**config.mk**
```make
export PLATFORM = sky130hd
export DESIGN_NAME = wb_ctrl_regs
export DESIGN_NICKNAME = d
export VERILOG_FILES = /design/src/rtl/wb_ctrl_pkg.sv /design/src/rtl/wb_irq_ctrl.sv /design/src/rtl/wb_ctrl_regs.sv
export SDC_FILE = /design/constraint.sdc
export NUM_CORES = 1
export LEC_CHECK = 0
export ABC_CLOCK_PERIOD_IN_PS = 4200
export BUFFER_PORTS_ARGS = -buffer_cell sky130_fd_sc_hd__buf_2
export CAP_MARGIN = 20
export CORE_UTILIZATION = 55
export DETAILED_ROUTE_END_ITERATION = 6
export GPL_TIMING_DRIVEN = 0
export PLACE_DENSITY_LB_ADDON = 0.08
export SETUP_SLACK_MARGIN = 0.02
export SLEW_MARGIN = 20
export SYNTH_ARGS = -nofsm -noshare
export SYNTH_HDL_FRONTEND = slang
export SYNTH_SLANG_ARGS = --single-unit
export TNS_END_PERCENT = 20
```
**constraint.sdc**
```tcl
create_clock -name wb_clk_i -period 4.2 [get_ports wb_clk_i]
set_input_delay 0.63 -clock wb_clk_i [delete_from_list [all_inputs] [get_ports wb_clk_i]]
set_output_delay 0.63 -clock wb_clk_i [all_outputs]
set_load 0.01 [all_outputs]
```
**src/rtl/wb_ctrl_pkg.sv**
```systemverilog
// Shared constants for the Fibonacci Wishbone register window: register offsets,
// the ID word, interrupt bit positions and a byte-lane merge helper.
package wb_ctrl_pkg;

  localparam int OFF_NR         = 'h00;
  localparam int OFF_ID         = 'h04;
  localparam int OFF_CTRL       = 'h08;
  localparam int OFF_CLOCK      = 'h0C;
  localparam int OFF_IRQ_MASK   = 'h10;
  localparam int OFF_IRQ_STATUS = 'h14;
  localparam int OFF_SWI        = 'h18;
  localparam int OFF_SCRATCH    = 'h20;
  localparam int OFF_VAL        = 'h40;
  localparam int OFF_THRESH     = 'h60;

  localparam logic [31:0] ID_VALUE = 32'h4669_626f;

  localparam int IRQ_THRESH = 0;
  localparam int IRQ_WRAP   = 1;
  localparam int IRQ_SWI    = 2;
  localparam int NUM_IRQ    = 3;

  function automatic logic [31:0] byte_merge(input logic [31:0] old_d,
                                             input logic [31:0] new_d,
                                             input logic [3:0]  sel);
    logic [31:0] m;
    for (int b = 0; b < 4; b++) m[b*8 +: 8] = {8{sel[b]}};
    return (old_d & ~m) | (new_d & m);
  endfunction

endpackage

```
**src/rtl/wb_irq_ctrl.sv**
```systemverilog
// Sticky interrupt status with write-1-to-clear and a registered, masked irq output.
// Events are registered once before landing in status; a set beats a same-edge clear.
module wb_irq_ctrl #(
  parameter int WIDTH = 3
) (
  input  logic             wb_clk_i,
  input  logic             reset,
  input  logic [WIDTH-1:0] evt,
  input  logic [WIDTH-1:0] clr,
  input  logic [WIDTH-1:0] mask,
  output logic [WIDTH-1:0] status,
  output logic [WIDTH-1:0] irq
);

  logic [WIDTH-1:0] evt_q;

  always_ff @(posedge wb_clk_i) begin
    if (reset) begin
      evt_q  <= '0;
      status <= '0;
      irq    <= '0;
    end else begin
      evt_q  <= evt;
      status <= (status & ~clr) | evt_q;
      irq    <= status & mask;
    end
  end

endmodule

```
**src/rtl/wb_ctrl_regs.sv**
```systemverilog
// Wishbone control/status register file for the Fibonacci engines: channel enables,
// clock select, scratch, per-channel value/threshold and the interrupt sources.
module wb_ctrl_regs
  import wb_ctrl_pkg::*;
#(
  parameter logic [31:0] BASE_ADDRESS  = 32'h3000_0000,
  parameter int          ADDR_BITS     = 8,
  parameter int          NUM_CH        = 2,
  parameter int          VAL_WIDTH     = 30,
  parameter int          CLOCK_WIDTH   = 6,
  parameter int          SCRATCH_DEPTH = 4
) (
  input  logic                          wb_clk_i,
  input  logic                          reset,
  input  logic                          wbs_stb_i,
  input  logic                          wbs_cyc_i,
  input  logic                          wbs_we_i,
  input  logic [3:0]                    wbs_sel_i,
  input  logic [31:0]                   wbs_adr_i,
  input  logic [31:0]                   wbs_dat_i,
  output logic                          wbs_ack_o,
  output logic [31:0]                   wbs_dat_o,
  input  logic [NUM_CH*VAL_WIDTH-1:0]   val_i,
  output logic [NUM_CH-1:0]             ch_en_o,
  output logic [CLOCK_WIDTH-1:0]        clock_sel_o,
  output logic [2:0]                    irq
);

  localparam logic [31:0] NUM_REGS = 32'(7 + SCRATCH_DEPTH + 2 * NUM_CH);

  logic                   hit, wr;
  logic [ADDR_BITS-1:0]   off;
  logic                   unused_adr;
  logic [NUM_CH-1:0]      ctrl_q;
  logic [CLOCK_WIDTH-1:0] clock_q;
  logic [2:0]             mask_q, status, evt, clr;
  logic [31:0]            scratch_q [SCRATCH_DEPTH];
  logic [VAL_WIDTH-1:0]   thresh_q  [NUM_CH];
  logic [VAL_WIDTH-1:0]   val_prev  [NUM_CH];
  logic [VAL_WIDTH-1:0]   val_cur   [NUM_CH];
  logic [31:0]            rdata;

  // The ack term keeps a held strobe from hitting on the cycle its ack is showing.
  assign hit = wbs_stb_i & wbs_cyc_i & ~wbs_ack_o &
               (wbs_adr_i[31:ADDR_BITS] == BASE_ADDRESS[31:ADDR_BITS]);
  assign wr  = hit & wbs_we_i;
  assign off = {wbs_adr_i[ADDR_BITS-1:2], 2'b00};
  assign unused_adr = ^wbs_adr_i[1:0];

  assign ch_en_o     = ctrl_q;
  assign clock_sel_o = clock_q;

  always_comb begin
    for (int c = 0; c < NUM_CH; c++) val_cur[c] = val_i[c*VAL_WIDTH +: VAL_WIDTH];
  end

  always_comb begin
    rdata = '0;
    if (off == ADDR_BITS'(OFF_NR))         rdata = NUM_REGS;
    if (off == ADDR_BITS'(OFF_ID))         rdata = ID_VALUE;
    if (off == ADDR_BITS'(OFF_CTRL))       rdata = 32'(ctrl_q);
    if (off == ADDR_BITS'(OFF_CLOCK))      rdata = 32'(clock_q);
    if (off == ADDR_BITS'(OFF_IRQ_MASK))   rdata = 32'(mask_q);
    if (off == ADDR_BITS'(OFF_IRQ_STATUS)) rdata = 32'(status);
    for (int k = 0; k < SCRATCH_DEPTH; k++)
      if (off == ADDR_BITS'(OFF_SCRATCH + 4 * k)) rdata = scratch_q[k];
    for (int c = 0; c < NUM_CH; c++) begin
      if (off == ADDR_BITS'(OFF_VAL + 4 * c))    rdata = 32'(val_cur[c]);
      if (off == ADDR_BITS'(OFF_THRESH + 4 * c)) rdata = 32'(thresh_q[c]);
    end
  end

  // Threshold crossing compares both samples against the current threshold, so
  // rewriting a threshold alone never raises an event.
  always_comb begin
    evt = '0;
    for (int c = 0; c < NUM_CH; c++) begin
      if ((val_cur[c] >= thresh_q[c]) && (val_prev[c] < thresh_q[c])) evt[IRQ_THRESH] = 1'b1;
      if (ctrl_q[c] && (val_cur[c] < val_prev[c]))                      evt[IRQ_WRAP]   = 1'b1;
    end
    evt[IRQ_SWI] = wr && (off == ADDR_BITS'(OFF_SWI)) && wbs_sel_i[0] && wbs_dat_i[0];
  end

  assign clr = (wr && (off == ADDR_BITS'(OFF_IRQ_STATUS)) && wbs_sel_i[0]) ? wbs_dat_i[2:0] : 3'b000;

  always_ff @(posedge wb_clk_i) begin
    for (int c = 0; c < NUM_CH; c++) val_prev[c] <= val_cur[c];
    if (reset) begin
      wbs_ack_o <= 1'b0;
      wbs_dat_o <= '0;
      ctrl_q    <= '1;
      clock_q   <= CLOCK_WIDTH'(1);
      mask_q    <= '0;
      for (int k = 0; k < SCRATCH_DEPTH; k++) scratch_q[k] <= '0;
      for (int c = 0; c < NUM_CH; c++)        thresh_q[c]  <= '1;
    end else begin
      wbs_ack_o <= hit;
      wbs_dat_o <= (hit && !wbs_we_i) ? rdata : '0;
      if (wr) begin
        if (off == ADDR_BITS'(OFF_CTRL))
          ctrl_q <= NUM_CH'(byte_merge(32'(ctrl_q), wbs_dat_i, wbs_sel_i));
        if (off == ADDR_BITS'(OFF_CLOCK))
          clock_q <= CLOCK_WIDTH'(byte_merge(32'(clock_q), wbs_dat_i, wbs_sel_i));
        if (off == ADDR_BITS'(OFF_IRQ_MASK))
          mask_q <= 3'(byte_merge(32'(mask_q), wbs_dat_i, wbs_sel_i));
        for (int k = 0; k < SCRATCH_DEPTH; k++)
          if (off == ADDR_BITS'(OFF_SCRATCH + 4 * k))
            scratch_q[k] <= byte_merge(scratch_q[k], wbs_dat_i, wbs_sel_i);
        for (int c = 0; c < NUM_CH; c++)
          if (off == ADDR_BITS'(OFF_THRESH + 4 * c))
            thresh_q[c] <= VAL_WIDTH'(byte_merge(32'(thresh_q[c]), wbs_dat_i, wbs_sel_i));
      end
    end
  end

  wb_irq_ctrl #(.WIDTH(NUM_IRQ)) u_irq (
    .wb_clk_i (wb_clk_i),
    .reset    (reset),
    .evt      (evt),
    .clr      (clr),
    .mask     (mask_q),
    .status   (status),
    .irq      (irq)
  );

endmodule

```
==> key figures <==
Floorplanning
  – Starting density of the core: between 50 and 60%
  – Core ar.: 30,600 µm²
  – Die height: 178 µm
  – Die area: 31,800 µm²
  – # IOs: 177
  – Row count: 64
  – Overall die width: 178 µm

Clock tree
  – Num CTS Buffers: 36
  – Clk slew on worst S/H paths: 60 ps
  – Post-CTS Setup Bufs: 0
  – Clock Latency Late Sink: 540 ps
  – TritonCTS sink count: roughly 300
  – H-tree depth: 2
  – TritonCTS clock tree: built
  – CTS resizes: 0
  – CTS root buf: clkbuf_16
  – CTS max path bufs: 3
  – # hold bufs at CTS: 0

Drt
  – Remaining DRCs: 0
  – Antenna-violating nets left: 0
  – Routed len/inst: 25.8 µm
  – Vias/cell: 6.44
  – Post-Route WL: 59,800 µm
  – Vias: roughly 15,000
  – DRT iter0 DRCs: 1,637
  – Pre-antenna DRT Iters: 7

Cells and area
  – Synth-to-layout area growth: 16.0%
  – Nets: 2,206
  – Layout cell share with drive strength beyond 1: 15.9%
  – Most frequent cells in the layout: a21oi_1 (207), buf_2 (191), edfxtp_1 (188)
  – Most common cell after layout, fill and taps aside: a21oi_1
  – Final core occ: 64.9%
  – Ant diodes: 0

Pwr
  – Lkg Pwr: 8.61 nW
  – Total power: just over 7 mW
  – Pwr dens: 359 nW/µm²
  – Logic pwr share: between 10% and 20%
  – Clk network pwr share: 44.2%
  – Sw Share: between 20% and 30%
  – Int Pwr: 5.29 mW
  – Sequential power share: 45.6%
  – Worst vdd ir: approximately 0.29 mV
  – Psw: 1.84 mW

Setup path
  – Slowest cell on crit path: a2111oi_0
  – Reg2Reg Launch Point: thresh_q[0][37]
  – Worst path required time: ~4600 ps
  – CP endpoint kind: flop
  – CP cell instances: inv_1 -> ha_1 -> a211oi_1 -> o221ai_1 -> a2111oi_0 -> o21ai_0 -> a221o_1 -> a32o_1
  – Crit path kind: reg2reg
  – CP max stage delay: between 1000 and 1500 ps
  – Critical path launch point type: flop
  – CP Launch Point: thresh_q[0][37]
  – Critical Path Fanout Max: 3
  – CP arrival: 4030 ps

Logic synthesis
  – Post-synth EDFFs: 188
  – Share of the synthesized area in the top cell type: between 30% and 40%
  – Area contributors post-synth: edfxtp_1 (33%), dfxtp_1 (13%), ha_1 (13%)
  – Register area share after synthesis: 46.2%
  – Mapped Nets: 1,993
  – Mapped Avg Cell Area: 10.2 µm²
  – Mapped Area: ~17,000 µm²
  – Syn. warnings: 0
  – Unique masters post-synth: 71
  – Synthesis-stage register bit count: between 300 and 400
  – Leading area contributor after synthesis: edfxtp_1
  – Cells after synthesis: 1,684
  – Post-synth ARST share: 0%
  – Most used flip-flop cell after synthesis: edfxtp_1

Timing
  – Final setup violation count: 0
  – Rel. slew slack: ~14%
  – Clk_skew: between 15 and 20 ps
  – Final setup margin: 565 ps
  – RSZ-0062 raised after global routing: no
  – Max Freq: about 280 MHz
  – Setup TNS: 0 ps
  – Final Slew Violations: 0
  – Final period util: 86.6%
  – Min cycle time layout: 3640 ps
  – Slew @ Worst Pin: 1250 ps
  – Final hold violations: 0
  – Hold Slack: 258 ps

Job
  – Maxcap violations: 0

Global route
  – Initial antenna violation count: 0
  – Total GRT Usage: 37.6%
  – Largest net degree at the start of global routing: 29
  – Vias in the first global route: between 10,000 and 15,000
  – First-pass GRT wire length: 87,100 µm
  – Gr ovfl total: 0

Placement
  – Placer Congestion: roughly 1
  – # port buffers: 169
  – Hpwl dp: 44,000 µm
  – Pre-CTS WS: 474 ps

Outcome
  – Outcome: finished clean

Worst hold path
  – Hold Path Class: in2reg
  – Hold path start: val_i[1]
## per-layer routing
layer | GRT usage (%) | share of wire (%) | wire length [µm] | up-vias
li1 | - | - | - | 6677
met1 | 48.1 | 40 | 23700 | 7154
met2 | 59.5 | 45 | 26900 | 927
met3 | 7.42 | 9.6 | 5760 | 181
met4 | 20.8 | 5.8 | 3470 | 0
met5 | 0 | 0 | 0 | -
## final timing paths
check / to / slack (ps) / cells past startpoint
setup / recovery: u_irq.evt_q[0] / 560 / 8
hold / removal: val_prev[0][1] / 260 / 1
setup reg to reg: u_irq.evt_q[0] / 560 / 8
hold reg to reg: u_irq.status[2] / 450 / 2
## metrics by stage
| step | std cells | instance area (µm²) |
|---|---|---|
| 2_1_floorplan | 1684 | 17100 |
| 3_3_place_gp | 2249 | 18500 |
| 3_5_place_dp | 2255 | 18700 |
| 4_1_cts | 2321 | 19900 |
| 5_1_grt | 2321 | 19900 |
| 6_report | 2321 | 19900 |
## flip-flops by register name (all words and copies together), names as in the netlist, named ones only
signal        count
wbs_dat_o        32
u_irq.irq         3
u_irq.evt_q       3
wbs_ack_o         1
val_prev         60
u_irq.status      3
thresh_q         60
scratch_q       128
## synth_stat cells (4+ instances only)
master / instances
a21oi_1: 207
edfxtp_1: 188
ha_1: 176
nand2_1: 156
inv_1: 130
dfxtp_1: 113
nand2b_1: 106
nor2_1: 72
o21ai_0: 65
o211ai_1: 62
clkbuf_1: 45
mux2i_1: 37
a21o_1: 36
nand4_1: 29
a221oi_1: 22
buf_2: 22
o22ai_1: 19
a22oi_1: 14
nand3_1: 14
o221ai_1: 13
mux4_2: 11
nor2b_1: 11
o21a_1: 9
a31oi_1: 8
nor4_1: 8
o2111ai_1: 8
a211oi_1: 7
buf_6: 7
mux2_2: 6
nor3_1: 6
o21bai_1: 6
a211o_1: 5
a2111oi_0: 4
and3_1: 4
buf_1: 4
buf_4: 4
## critical path: cells and delay by family (launching register included)
family | cells | cell delay, ps
AO/OA/AOI/OAI | 6 | 2700
adder cells (fa/ha/maj) | 1 | 270
buffers and inverters | 1 | 130
flip-flops | 1 | 390
## cells by family (layout without fill, tap and decap cells)
| logic type | Yosys count | after routing | synth area share, % |
|---|---|---|---|
| AND/OR/NAND/NOR | 434 | 434 | 13.2 |
| flip-flops | 301 | 301 | 46.2 |
| adder cells (fa/ha/maj) | 176 | 176 | 12.9 |
| multiplexers | 54 | 54 | 4.00 |
| AO/OA/AOI/OAI | 505 | 505 | 18.6 |
| buffers and inverters | 214 | 455 | 5.25 |
## power by group through the flow
stage / clock (mW) / combinational (mW) / sequential (mW)
floorplan: 0 / 0.372 / 3.30
global route: 3.27 / 0.770 / 3.26
finish: 3.15 / 0.722 / 3.25
global placement: 0 / 0.663 / 3.32
detailed placement: 0 / 0.697 / 3.31
CTS: 3.16 / 0.703 / 3.25
## layout make-up
cell class                      count  area (µm²)
Inverter                          132         495
Sequential cell                   301        7910
Buffer                             82         403
Clock buffer                       46         968
Fill cell                        2589       10700
Clock inverter                     20         208
Multi-Input combinational cell   1169        8380
Timing Repair Buffer              175         996
Tap cell                          396         495
Note: power is estimated with default switching activity, not from simulation.
